==> src/rtl/multicycle_controller_if.sv <==
// Memory-side handshake between the multicycle controller and the unified I/D memory.
// The controller is the master and raises requests; the memory answers with mem_ready.
interface multicycle_controller_if;
  logic mem_req;
  logic mem_write;
  logic adr_src;
  logic mem_ready;

  modport master (
    output mem_req,
    output mem_write,
    output adr_src,
    input  mem_ready
  );

  modport slave (
    input  mem_req,
    input  mem_write,
    input  adr_src,
    output mem_ready
  );
endinterface

==> src/rtl/multicycle_controller.sv <==
// Control FSM sequencing a shared RV32I datapath through fetch/decode/execute/memory/writeback,
// with a memory-wait watchdog and a sticky illegal flag that park the machine in ERROR.
module multicycle_controller #(
  parameter int unsigned MEM_TIMEOUT = 16,
  parameter int unsigned CW          = 5
) (
  input  logic                           clk,
  input  logic                           rst_n,
  multicycle_controller_if.master        mem,
  input  logic [6:0]                     opcode,
  input  logic                           branch_cond,
  output logic                           ir_write,
  output logic                           pc_write,
  output logic                           reg_write,
  output logic [1:0]                     result_src,
  output logic [1:0]                     alu_src_a,
  output logic [1:0]                     alu_src_b,
  output logic [1:0]                     alu_op,
  output logic [2:0]                     imm_src,
  output logic                           illegal,
  output logic [3:0]                     state_dbg
);

  localparam logic [6:0] OP_LOAD   = 7'b0000011;
  localparam logic [6:0] OP_STORE  = 7'b0100011;
  localparam logic [6:0] OP_ALUR   = 7'b0110011;
  localparam logic [6:0] OP_ALUI   = 7'b0010011;
  localparam logic [6:0] OP_BRANCH = 7'b1100011;
  localparam logic [6:0] OP_JAL    = 7'b1101111;
  localparam logic [6:0] OP_JALR   = 7'b1100111;
  localparam logic [6:0] OP_LUI    = 7'b0110111;
  localparam logic [6:0] OP_AUIPC  = 7'b0010111;

  localparam logic [1:0] SRCA_PC    = 2'b00;
  localparam logic [1:0] SRCA_OLDPC = 2'b01;
  localparam logic [1:0] SRCA_RD1   = 2'b10;
  localparam logic [1:0] SRCA_ZERO  = 2'b11;

  localparam logic [1:0] SRCB_RD2   = 2'b00;
  localparam logic [1:0] SRCB_IMM   = 2'b01;
  localparam logic [1:0] SRCB_FOUR  = 2'b10;

  localparam logic [1:0] RES_ALUOUT = 2'b00;
  localparam logic [1:0] RES_MEM    = 2'b01;
  localparam logic [1:0] RES_ALU    = 2'b10;

  localparam logic [1:0] ALU_ADD    = 2'b00;
  localparam logic [1:0] ALU_SUB    = 2'b01;
  localparam logic [1:0] ALU_FUNCT  = 2'b10;

  localparam logic [2:0] IMM_I      = 3'b000;
  localparam logic [2:0] IMM_S      = 3'b001;
  localparam logic [2:0] IMM_B      = 3'b010;
  localparam logic [2:0] IMM_U      = 3'b100;

  // Watchdog fires on the wait cycle that would bring the count up to MEM_TIMEOUT.
  localparam bit            WD_EN    = (MEM_TIMEOUT != 0);
  localparam logic [CW-1:0] CNT_LAST = CW'((MEM_TIMEOUT == 0) ? 0 : MEM_TIMEOUT - 1);
  localparam logic [CW-1:0] CNT_MAX  = {CW{1'b1}};

  typedef enum logic [3:0] {
    S_FETCH    = 4'd0,
    S_DECODE   = 4'd1,
    S_MEMADR   = 4'd2,
    S_MEMREAD  = 4'd3,
    S_MEMWB    = 4'd4,
    S_MEMWRITE = 4'd5,
    S_EXEC_R   = 4'd6,
    S_EXEC_I   = 4'd7,
    S_ALUWB    = 4'd8,
    S_BRANCH   = 4'd9,
    S_JAL      = 4'd10,
    S_JALR     = 4'd11,
    S_JALR2    = 4'd12,
    S_LUI      = 4'd13,
    S_AUIPC    = 4'd14,
    S_ERROR    = 4'd15
  } state_e;

  state_e        state_q, state_d;
  logic [CW-1:0] cnt_q, cnt_d;
  logic          illegal_q, illegal_d;

  logic          in_mem_state;
  logic          mem_wait;
  logic          timeout;

  logic          mem_req_c;
  logic          mem_write_c;
  logic          adr_src_c;
  logic          ir_write_c;
  logic          pc_write_c;
  logic          reg_write_c;
  logic [1:0]    result_src_c;
  logic [1:0]    alu_src_a_c;
  logic [1:0]    alu_src_b_c;
  logic [1:0]    alu_op_c;
  logic [2:0]    imm_src_c;

  // Next-state, watchdog counter and sticky illegal flag.
  always_comb begin
    state_d      = state_q;
    cnt_d        = cnt_q;
    illegal_d    = illegal_q;
    in_mem_state = (state_q == S_FETCH) || (state_q == S_MEMREAD) || (state_q == S_MEMWRITE);
    mem_wait     = in_mem_state && !mem.mem_ready;
    timeout      = WD_EN && mem_wait && (cnt_q == CNT_LAST);

    case (state_q)
      S_FETCH: begin
        if (mem.mem_ready)  state_d = S_DECODE;
        else if (timeout)   state_d = S_ERROR;
      end
      S_DECODE: begin
        case (opcode)
          OP_LOAD, OP_STORE: state_d = S_MEMADR;
          OP_ALUR:           state_d = S_EXEC_R;
          OP_ALUI:           state_d = S_EXEC_I;
          OP_BRANCH:         state_d = S_BRANCH;
          OP_JAL:            state_d = S_JAL;
          OP_JALR:           state_d = S_JALR;
          OP_LUI:            state_d = S_LUI;
          OP_AUIPC:          state_d = S_AUIPC;
          default:           state_d = S_ERROR;
        endcase
      end
      S_MEMADR:   state_d = (opcode == OP_STORE) ? S_MEMWRITE : S_MEMREAD;
      S_MEMREAD: begin
        if (mem.mem_ready)  state_d = S_MEMWB;
        else if (timeout)   state_d = S_ERROR;
      end
      S_MEMWB:    state_d = S_FETCH;
      S_MEMWRITE: begin
        if (mem.mem_ready)  state_d = S_FETCH;
        else if (timeout)   state_d = S_ERROR;
      end
      S_EXEC_R:   state_d = S_ALUWB;
      S_EXEC_I:   state_d = S_ALUWB;
      S_ALUWB:    state_d = S_FETCH;
      S_BRANCH:   state_d = S_FETCH;
      S_JAL:      state_d = S_ALUWB;
      S_JALR:     state_d = S_JALR2;
      S_JALR2:    state_d = S_ALUWB;
      S_LUI:      state_d = S_ALUWB;
      S_AUIPC:    state_d = S_ALUWB;
      default:    state_d = S_ERROR;
    endcase

    // Any state change restarts the count, so every memory state is entered at zero.
    if (state_d != state_q)              cnt_d = '0;
    else if (mem_wait && cnt_q != CNT_MAX) cnt_d = cnt_q + CW'(1);

    if (state_d == S_ERROR) illegal_d = 1'b1;
  end

  always_ff @(posedge clk or negedge rst_n) begin
    if (!rst_n) begin
      state_q   <= S_FETCH;
      cnt_q     <= '0;
      illegal_q <= 1'b0;
    end else begin
      state_q   <= state_d;
      cnt_q     <= cnt_d;
      illegal_q <= illegal_d;
    end
  end

  // Per-state control decode; reset overrides everything so an access in flight drops at once.
  always_comb begin
    mem_req_c    = 1'b0;
    mem_write_c  = 1'b0;
    adr_src_c    = 1'b0;
    ir_write_c   = 1'b0;
    pc_write_c   = 1'b0;
    reg_write_c  = 1'b0;
    result_src_c = RES_ALUOUT;
    alu_src_a_c  = SRCA_PC;
    alu_src_b_c  = SRCB_RD2;
    alu_op_c     = ALU_ADD;
    imm_src_c    = IMM_I;

    case (state_q)
      S_FETCH: begin
        mem_req_c    = 1'b1;
        alu_src_a_c  = SRCA_PC;
        alu_src_b_c  = SRCB_FOUR;
        result_src_c = RES_ALU;
        ir_write_c   = mem.mem_ready;
        pc_write_c   = mem.mem_ready;
      end
      S_DECODE: begin
        alu_src_a_c = SRCA_OLDPC;
        alu_src_b_c = SRCB_IMM;
        imm_src_c   = IMM_B;
      end
      S_MEMADR: begin
        alu_src_a_c = SRCA_RD1;
        alu_src_b_c = SRCB_IMM;
        imm_src_c   = (opcode == OP_STORE) ? IMM_S : IMM_I;
      end
      S_MEMREAD: begin
        mem_req_c = 1'b1;
        adr_src_c = 1'b1;
      end
      S_MEMWB: begin
        result_src_c = RES_MEM;
        reg_write_c  = 1'b1;
      end
      S_MEMWRITE: begin
        mem_req_c   = 1'b1;
        mem_write_c = 1'b1;
        adr_src_c   = 1'b1;
      end
      S_EXEC_R: begin
        alu_src_a_c = SRCA_RD1;
        alu_src_b_c = SRCB_RD2;
        alu_op_c    = ALU_FUNCT;
      end
      S_EXEC_I: begin
        alu_src_a_c = SRCA_RD1;
        alu_src_b_c = SRCB_IMM;
        imm_src_c   = IMM_I;
        alu_op_c    = ALU_FUNCT;
      end
      S_ALUWB: begin
        result_src_c = RES_ALUOUT;
        reg_write_c  = 1'b1;
      end
      S_BRANCH: begin
        alu_src_a_c  = SRCA_RD1;
        alu_src_b_c  = SRCB_RD2;
        alu_op_c     = ALU_SUB;
        result_src_c = RES_ALUOUT;
        pc_write_c   = branch_cond;
      end
      S_JAL, S_JALR2: begin
        alu_src_a_c  = SRCA_OLDPC;
        alu_src_b_c  = SRCB_FOUR;
        result_src_c = RES_ALUOUT;
        pc_write_c   = 1'b1;
      end
      S_JALR: begin
        alu_src_a_c = SRCA_RD1;
        alu_src_b_c = SRCB_IMM;
        imm_src_c   = IMM_I;
      end
      S_LUI: begin
        alu_src_a_c = SRCA_ZERO;
        alu_src_b_c = SRCB_IMM;
        imm_src_c   = IMM_U;
      end
      S_AUIPC: begin
        alu_src_a_c = SRCA_OLDPC;
        alu_src_b_c = SRCB_IMM;
        imm_src_c   = IMM_U;
      end
      default: ;
    endcase

    if (!rst_n) begin
      mem_req_c    = 1'b0;
      mem_write_c  = 1'b0;
      adr_src_c    = 1'b0;
      ir_write_c   = 1'b0;
      pc_write_c   = 1'b0;
      reg_write_c  = 1'b0;
      result_src_c = '0;
      alu_src_a_c  = '0;
      alu_src_b_c  = '0;
      alu_op_c     = '0;
      imm_src_c    = '0;
    end
  end

  assign mem.mem_req   = mem_req_c;
  assign mem.mem_write = mem_write_c;
  assign mem.adr_src   = adr_src_c;
  assign ir_write      = ir_write_c;
  assign pc_write      = pc_write_c;
  assign reg_write     = reg_write_c;
  assign result_src    = result_src_c;
  assign alu_src_a     = alu_src_a_c;
  assign alu_src_b     = alu_src_b_c;
  assign alu_op        = alu_op_c;
  assign imm_src       = imm_src_c;
  assign illegal       = illegal_q;
  assign state_dbg     = state_q;

endmodule

==> src/flat_wrapper.sv <==
// flat-port wrapper written by rule: the top's interface ports become plain ports
module multicycle_controller_flat 
#(
  parameter int unsigned MEM_TIMEOUT = 16,
  parameter int unsigned CW          = 5
)
  (clk, rst_n, opcode, branch_cond, ir_write, pc_write, reg_write, result_src, alu_src_a, alu_src_b, alu_op, imm_src, illegal, state_dbg, mem_mem_req, mem_mem_write, mem_adr_src, mem_mem_ready);
  multicycle_controller_if mem_i ();
  input  logic clk;
  input  logic rst_n;
  input  logic [6:0] opcode;
  input  logic branch_cond;
  output logic ir_write;
  output logic pc_write;
  output logic reg_write;
  output logic [1:0] result_src;
  output logic [1:0] alu_src_a;
  output logic [1:0] alu_src_b;
  output logic [1:0] alu_op;
  output logic [2:0] imm_src;
  output logic illegal;
  output logic [3:0] state_dbg;
  output wire logic [$bits(mem_i.mem_req)-1:0] mem_mem_req;
  output wire logic [$bits(mem_i.mem_write)-1:0] mem_mem_write;
  output wire logic [$bits(mem_i.adr_src)-1:0] mem_adr_src;
  input wire logic [$bits(mem_i.mem_ready)-1:0] mem_mem_ready;
  assign mem_mem_req = mem_i.mem_req;
  assign mem_mem_write = mem_i.mem_write;
  assign mem_adr_src = mem_i.adr_src;
  assign mem_i.mem_ready = mem_mem_ready;
  multicycle_controller #(.MEM_TIMEOUT(MEM_TIMEOUT), .CW(CW)) u_core (.clk(clk), .rst_n(rst_n), .mem(mem_i), .opcode(opcode), .branch_cond(branch_cond), .ir_write(ir_write), .pc_write(pc_write), .reg_write(reg_write), .result_src(result_src), .alu_src_a(alu_src_a), .alu_src_b(alu_src_b), .alu_op(alu_op), .imm_src(imm_src), .illegal(illegal), .state_dbg(state_dbg));
endmodule
==> config.mk <==
export PLATFORM = sky130hd
export DESIGN_NAME = multicycle_controller_flat
export DESIGN_NICKNAME = d
export VERILOG_FILES = /design/src/rtl/multicycle_controller_if.sv /design/src/rtl/multicycle_controller.sv /design/src/flat_wrapper.sv
export SDC_FILE = /design/constraint.sdc
export NUM_CORES = 1
export LEC_CHECK = 0
export ABC_AREA = 1
export BUFFER_PORTS_ARGS = -buffer_cell sky130_fd_sc_hd__buf_2
export CELL_PAD_IN_SITES_DETAIL_PLACEMENT = 1
export CELL_PAD_IN_SITES_GLOBAL_PLACEMENT = 1
export CORE_MARGIN = 8
export CORE_UTILIZATION = 34
export CTS_CLUSTER_SIZE = 25
export DETAILED_ROUTE_END_ITERATION = 10
export PLACE_DENSITY_LB_ADDON = 0.2
export REMOVE_ABC_BUFFERS = 1
export SYNTH_ARGS = -nofsm -noshare
export SYNTH_HDL_FRONTEND = slang
export SYNTH_SLANG_ARGS = --single-unit
export TNS_END_PERCENT = 20
==> constraint.sdc <==
create_clock -name clk -period 2.1 [get_ports clk]
set_input_delay 0.315 -clock clk [delete_from_list [all_inputs] [get_ports clk]]
set_output_delay 0.315 -clock clk [all_outputs]
set_load 0.02 [all_outputs]
### After elaboration in Yosys (flattened, before gate mapping)

Cells that the tools add are included.
W data, S select, Z words.

| word-level totals | value |
|---|---|
| flip-flop bits (word level) | 10 |
| word-level logic and storage cells | 84 |
| output and inout port bits | 22 |
| bits of input ports | 11 |

| cells by class | value |
|---|---|
| muxes and demuxes | 32 |
| $add $sub $neg | 1 |
| reductions and logical operators | 21 |
| equality and inequality tests | 27 |

Operators by type and width:

| cell | number |
|---|---|
| $pmux W4 S8 | 2 |
| $eq A4 B4 Y1 const B | 8 |
| $eq A7 B6 Y1 const B | 3 |
| $eq A7 B7 Y1 const B | 3 |
| $eq A4 B3 Y1 const B | 4 |
| $mux W4 | 4 |
| $eq A7 B5 Y1 const B | 2 |
| $mux W1 | 12 |
| $pmux W2 S2 | 3 |
| $reduce_or A2 Y1 | 6 |
| $reduce_or A6 Y1 | 2 |
| $mux W5 | 2 |
| $pmux W3 S3 | 1 |
| $reduce_or A3 Y1 | 3 |
| $eq A4 B2 Y1 const B | 2 |
| $mux W2 | 4 |
| $eq A7 B2 Y1 const B | 1 |
| $mux W3 | 2 |
| $pmux W2 S3 | 1 |
| $add A5 B1 Y5 const B | 1 |
| $eq A5 B4 Y1 const B | 1 |
| $ne A5 B5 Y1 const B | 1 |
| $reduce_or A5 Y1 | 1 |
| $eq A4 B1 Y1 const B | 1 |
| other kinds (8) | 11 |

### Depth between registers and ports, before layout

| logic depth | value |
|---|---|
| depth after elaboration | 10 |
| gate-level depth with buffers | 14 |

### Worst setup path before layout

Ideal clock, no wire load.

| timing | value |
|---|---|
| path kind | flip-flop to flip-flop |
| start | register u_core.cnt_q[0] |
| end | register u_core.cnt_q[0] |
| setup time | 0.072 ns |
| slack | 0.242 ns |
| stages on the path, launching flop included | 12 |
| required time | 2.028 ns |
| buffers on the path | 0 |
| arrival time | 1.786 ns |
| path through | dfrtp_1 > ha_1 > and3_1 > ha_1 > or2_2 > nand3_1 > nand2_1 > inv_2 > a21oi_1 > nor2_1 > nand3_2 > nor2_1 |

| between the ends | value |
|---|---|
| longest elaborated chain between the ends | 7 |

RTL lines:

| what | RTL line | source |
|---|---|---|
| start: declaration | multicycle_controller.sv:81 | `logic [CW-1:0] cnt_q, cnt_d;` |
| start signal: assignment | multicycle_controller.sv:163 | `cnt_q <= cnt_d;` |
| $eq A5 B4 Y1 | multicycle_controller.sv:107 | `timeout = WD_EN && mem_wait && (cnt_q == CNT_LAST);` |
| $logic_and A1 B1 Y1 | multicycle_controller.sv:107 |  |
| $mux W4 | multicycle_controller.sv:112, multicycle_controller.sv:130, multicycle_controller.sv:135 |  |
| $mux W4, on equally long branches | multicycle_controller.sv:134, multicycle_controller.sv:111, multicycle_controller.sv:129 |  |
| $pmux W4 S8 | multicycle_controller.sv:109 | `case (state_q)` |
| $ne A4 B4 Y1 | multicycle_controller.sv:150 | `if (state_d != state_q) cnt_d = '0;` |
| $mux W5 or $reduce_bool A2 Y1 (tied branches) | n/a |  |

Parallel ways exist; a longest one is shown, timed or not. The select of a mux whose other input is x is not followed.
A chain may end at the register's enable or synchronous reset.

### Final worst setup path

| timing | value |
|---|---|
| start | register u_core.state_q[1] (netlist: u_core.state_dbg[1]) |
| end | output alu_src_a[0] |

| between the ends | value |
|---|---|
| longest elaborated chain between the ends | 4 |

RTL lines:

| what | RTL line | source |
|---|---|---|
| start: declaration | multicycle_controller.sv:80 | `state_e state_q, state_d;` |
| start signal: assignment | multicycle_controller.sv:162 | `state_q <= state_d;` |
| $eq A4 B4 Y1, or another cell as far along | multicycle_controller.sv:182 | `case (state_q)` |
| $reduce_or A5 Y1 (no source line) or $reduce_or A4 Y1 (tied branches) | n/a |  |
| $pmux W2 S3 (*) | multicycle_controller.sv:182 |  |
| $mux W2 (*) | multicycle_controller.sv:260 | `if (!rst_n) begin` |
| end: declaration | flat_wrapper.sv:17 | `output logic [1:0] alu_src_a;` |

Mark *: on every way between the ends. The rest lies on a longest branch, timed or not.

==> results.md <==
- CTS tree: done
- Synth top area cells: dfrtp_1, nand2_1, inv_1, nor2_1, nand3_1
- Synth Area in Simple Gates: 0.470
- IO Count: 33
- Mux cell area share after synthesis: 0
- Iteration-0 DRC Markers: 54
- DRC: 0
- CTS sink cnt: 10
- Achievable frequency: 492 MHz
- Crit path time final: 2.03 ns
- Crit path launch type: register
- Clock power frac: 0.075
- Htree depth: 1
- CP Capture Type: primary output
- Power share of the combinational group: 0.719
- Reg clk slew, reported paths: 0.06 ns
- Reg power frac: 0.207
- Total Wirelength: 3440 um
- Post-DP HPWL: 2890 um
- Initial antenna violation count: 0
- FFs w/ async S/R, synth: 1.00
- Fin. max-slew vios: 0
- Area added between synthesis and finish: 24.5%
- Initial Util: 0.356
- Avg WL per Cell: 13.2 um
- Pin count of the biggest net entering global routing: 15
- Maximum vdd drop: 0.561 mV
- Die width: 72.5 um
- Gate count of the mapped netlist: 180
- Adder-cell share of the synthesized area: 0.0346
- Placed Cells: 255
- Vias in the first global route: 1299
- Hold Fails Final Rpt: 0
- Grt ovf: 0
- Leading cell types in the layout, fill and taps excluded: nand2_1, inv_1, buf_2
- Count of cell types in the netlist: 28
- Drt pass-1 iters: 4
- Layout Skew: 0.00364 ns
- Via count: 1274
- Clk Latency, worst-skew pair: 0.25 ns
- Antenna Nets Post-Route: 0
- IO Port Bufs: 32
- Final cell count without fillers: 260
- Post-synth EDFFs: 0
- Post-Layout Inst Area: 1350 um2
- RSZ-0062 raised after global routing: yes
- Most common cell after layout, fill and taps aside: nand2_1
- DR vias/cell: 4.90
- Antenna diode count: 0
- Synth Cell Area: 1090 um2
- DP Area: 1290 um2
- Total GRT Usage: 0.132
- Sw Share: 0.577
- Die area: 5260 um2
- Worst-path maximum fanout: 9
- Sequential fraction of the synthesis area: 0.230
- Setup TNS: 0 ns
- Synth Area per Inst: 6.03 um2
- Top FF cell, synth: dfrtp_1
- Pwr/cell area: 1170 nW/um2
- Max-Cap Viols: 0
- Core area: 3050 um2
- Worst hold margin: 0.444 ns
- Pint: 0.668 mW
- Actual slew at the worst max-slew pin: 0.390 ns
- Share of layout cells above drive strength 1: 0.296
- P_sw: 0.912 mW
- Final period util: 0.969
- Placer Congestion: 0.822
- Root Driver: clkbuf_4
- Max Root-Sink Buffers: 2
- Hold Crit Class: input port to register
- Global-route wire length before repair: 5820 um
- Synth Area in Compound Gates: 0.103
- Die Y-Extent: 72.5 um
- Total Nets Final: 232
- Largest family of logic cells by synthesized area: simple AND/OR/NAND/NOR gates
- Setup CP Type: register to primary output
- Status: complete, no violations
- Max transition margin: 0.740
- R2R Setup Slk: 0.07 ns
- Setup violators final: 0
- Synth area leader: dfrtp_1
- Yosys reg bits: 10
- Row cnt: 20
- CP required: 1.78 ns
- Share of the synthesized area in the top cell type: 0.230
- Critical path arrival: 1.72 ns
- Total clock buffers created by CTS: 3
- Synth warnings: 0
- Leak: 0.757 nW
- Synth Area in XOR/XNOR: 0.0242
==> state kept, by name (all words and copies together) (netlist names) <==
| register | count |
|---|---|
| u_core.cnt_q | 5 |
| u_core.state_dbg | 4 |
| u_core.illegal | 1 |
==> repair_timing <==
| item | CTS | global route |
|---|---|---|
| hold endpoints to repair | 10 | 0 |
| hold buffers | 1 | 0 |
| setup buffers | 0 | 1 |
| endpoints found under the setup margin | 2 | 12 |
| pin swaps | 0 | 2 |
| resized for setup | 1 | 9 |
==> cell usage after synthesis (all sizes together), types with 2 or more instances <==
library cell,instances
nand3,19
inv,33
xor2,2
nand4,4
a21oi,6
nor2,35
dfrtp,10
buf,2
o21ai,4
a31oi,4
nand2,47
nor3,2
ha,3
==> per-layer routing <==
| layer | global-route usage | share of wire | routed length [um] |
|---|---|---|---|
| met1 | 0.157 | 0.46 | 1570 |
| met2 | 0.239 | 0.49 | 1680 |
| met3 | 0.0317 | 0.056 | 191 |
| met4 | 0.0133 | 0 | 0 |
| met5 | 0 | 0 | 0 |
==> worst max-delay path: stages (launching register included) <==
cell,delay (ns)
dfrtp_2,0.48
nor2_2,0.25
inv_1,0.10
nor2_2,0.21
inv_1,0.09
a31oi_1,0.15
buf_2,0.18
==> cell families after synthesis <==
group	after synthesis
xor gates and xnor gates	3
buffers and inverters	36
AOI/OAI and AO/OA	19
adders and majority gates	3
DFF	10
and+or+nand+nor	109
==> layout make-up <==
| cell class | count | area [um2] |
|---|---|---|
| inverters | 33 | 124 |
| repair buffers | 36 | 193 |
| clock buffers | 3 | 22.5 |
| well taps | 44 | 55.1 |
| flip-flops and latches | 10 | 255 |
| multi-input cells | 134 | 703 |
| fillers | 455 | 1700 |
==> stage by stage <==
| stage | setup WS [ns] | total power, mW | utilization |
|---|---|---|---|
| floorplan | 0.227 | 1.09 | - |
| finish | 0.0655 | 1.58 | 0.443 |
| global route | -0.0351 | 1.73 | 0.443 |
| CTS | 0.00176 | 1.56 | 0.435 |
| global placement | 0.164 | 1.39 | 0.423 |
| detailed placement | 0.0301 | 1.42 | 0.423 |
==> final timing paths <==
kind,end,from,cells past startpoint
max in group asynchronous,u_core.state_dbg[0]$_DFF_PN0_,rst_n,3
setup / recovery,alu_src_a[0],u_core.state_dbg[1]$_DFF_PN0_,6
hold reg to reg,u_core.illegal$_DFFE_PN0N_,u_core.illegal$_DFFE_PN0N_,2
setup reg to reg,u_core.cnt_q[0]$_DFFE_PN0P_,u_core.cnt_q[1]$_DFFE_PN0P_,11
min in group asynchronous,u_core.state_dbg[1]$_DFF_PN0_,rst_n,3
hold / removal,u_core.state_dbg[2]$_DFF_PN0_,mem_mem_ready,5
==> power groups by stage <==
stage,logic [mW],clock network [mW],registers (mW)
floorplan,0.753,0,0.336
global placement,1.07,0,0.317
detailed placement,1.10,0,0.319
CTS,1.11,0.126,0.322
global route,1.26,0.133,0.336
finish,1.14,0.118,0.327
Note: power is estimated with default switching activity, not from simulation.
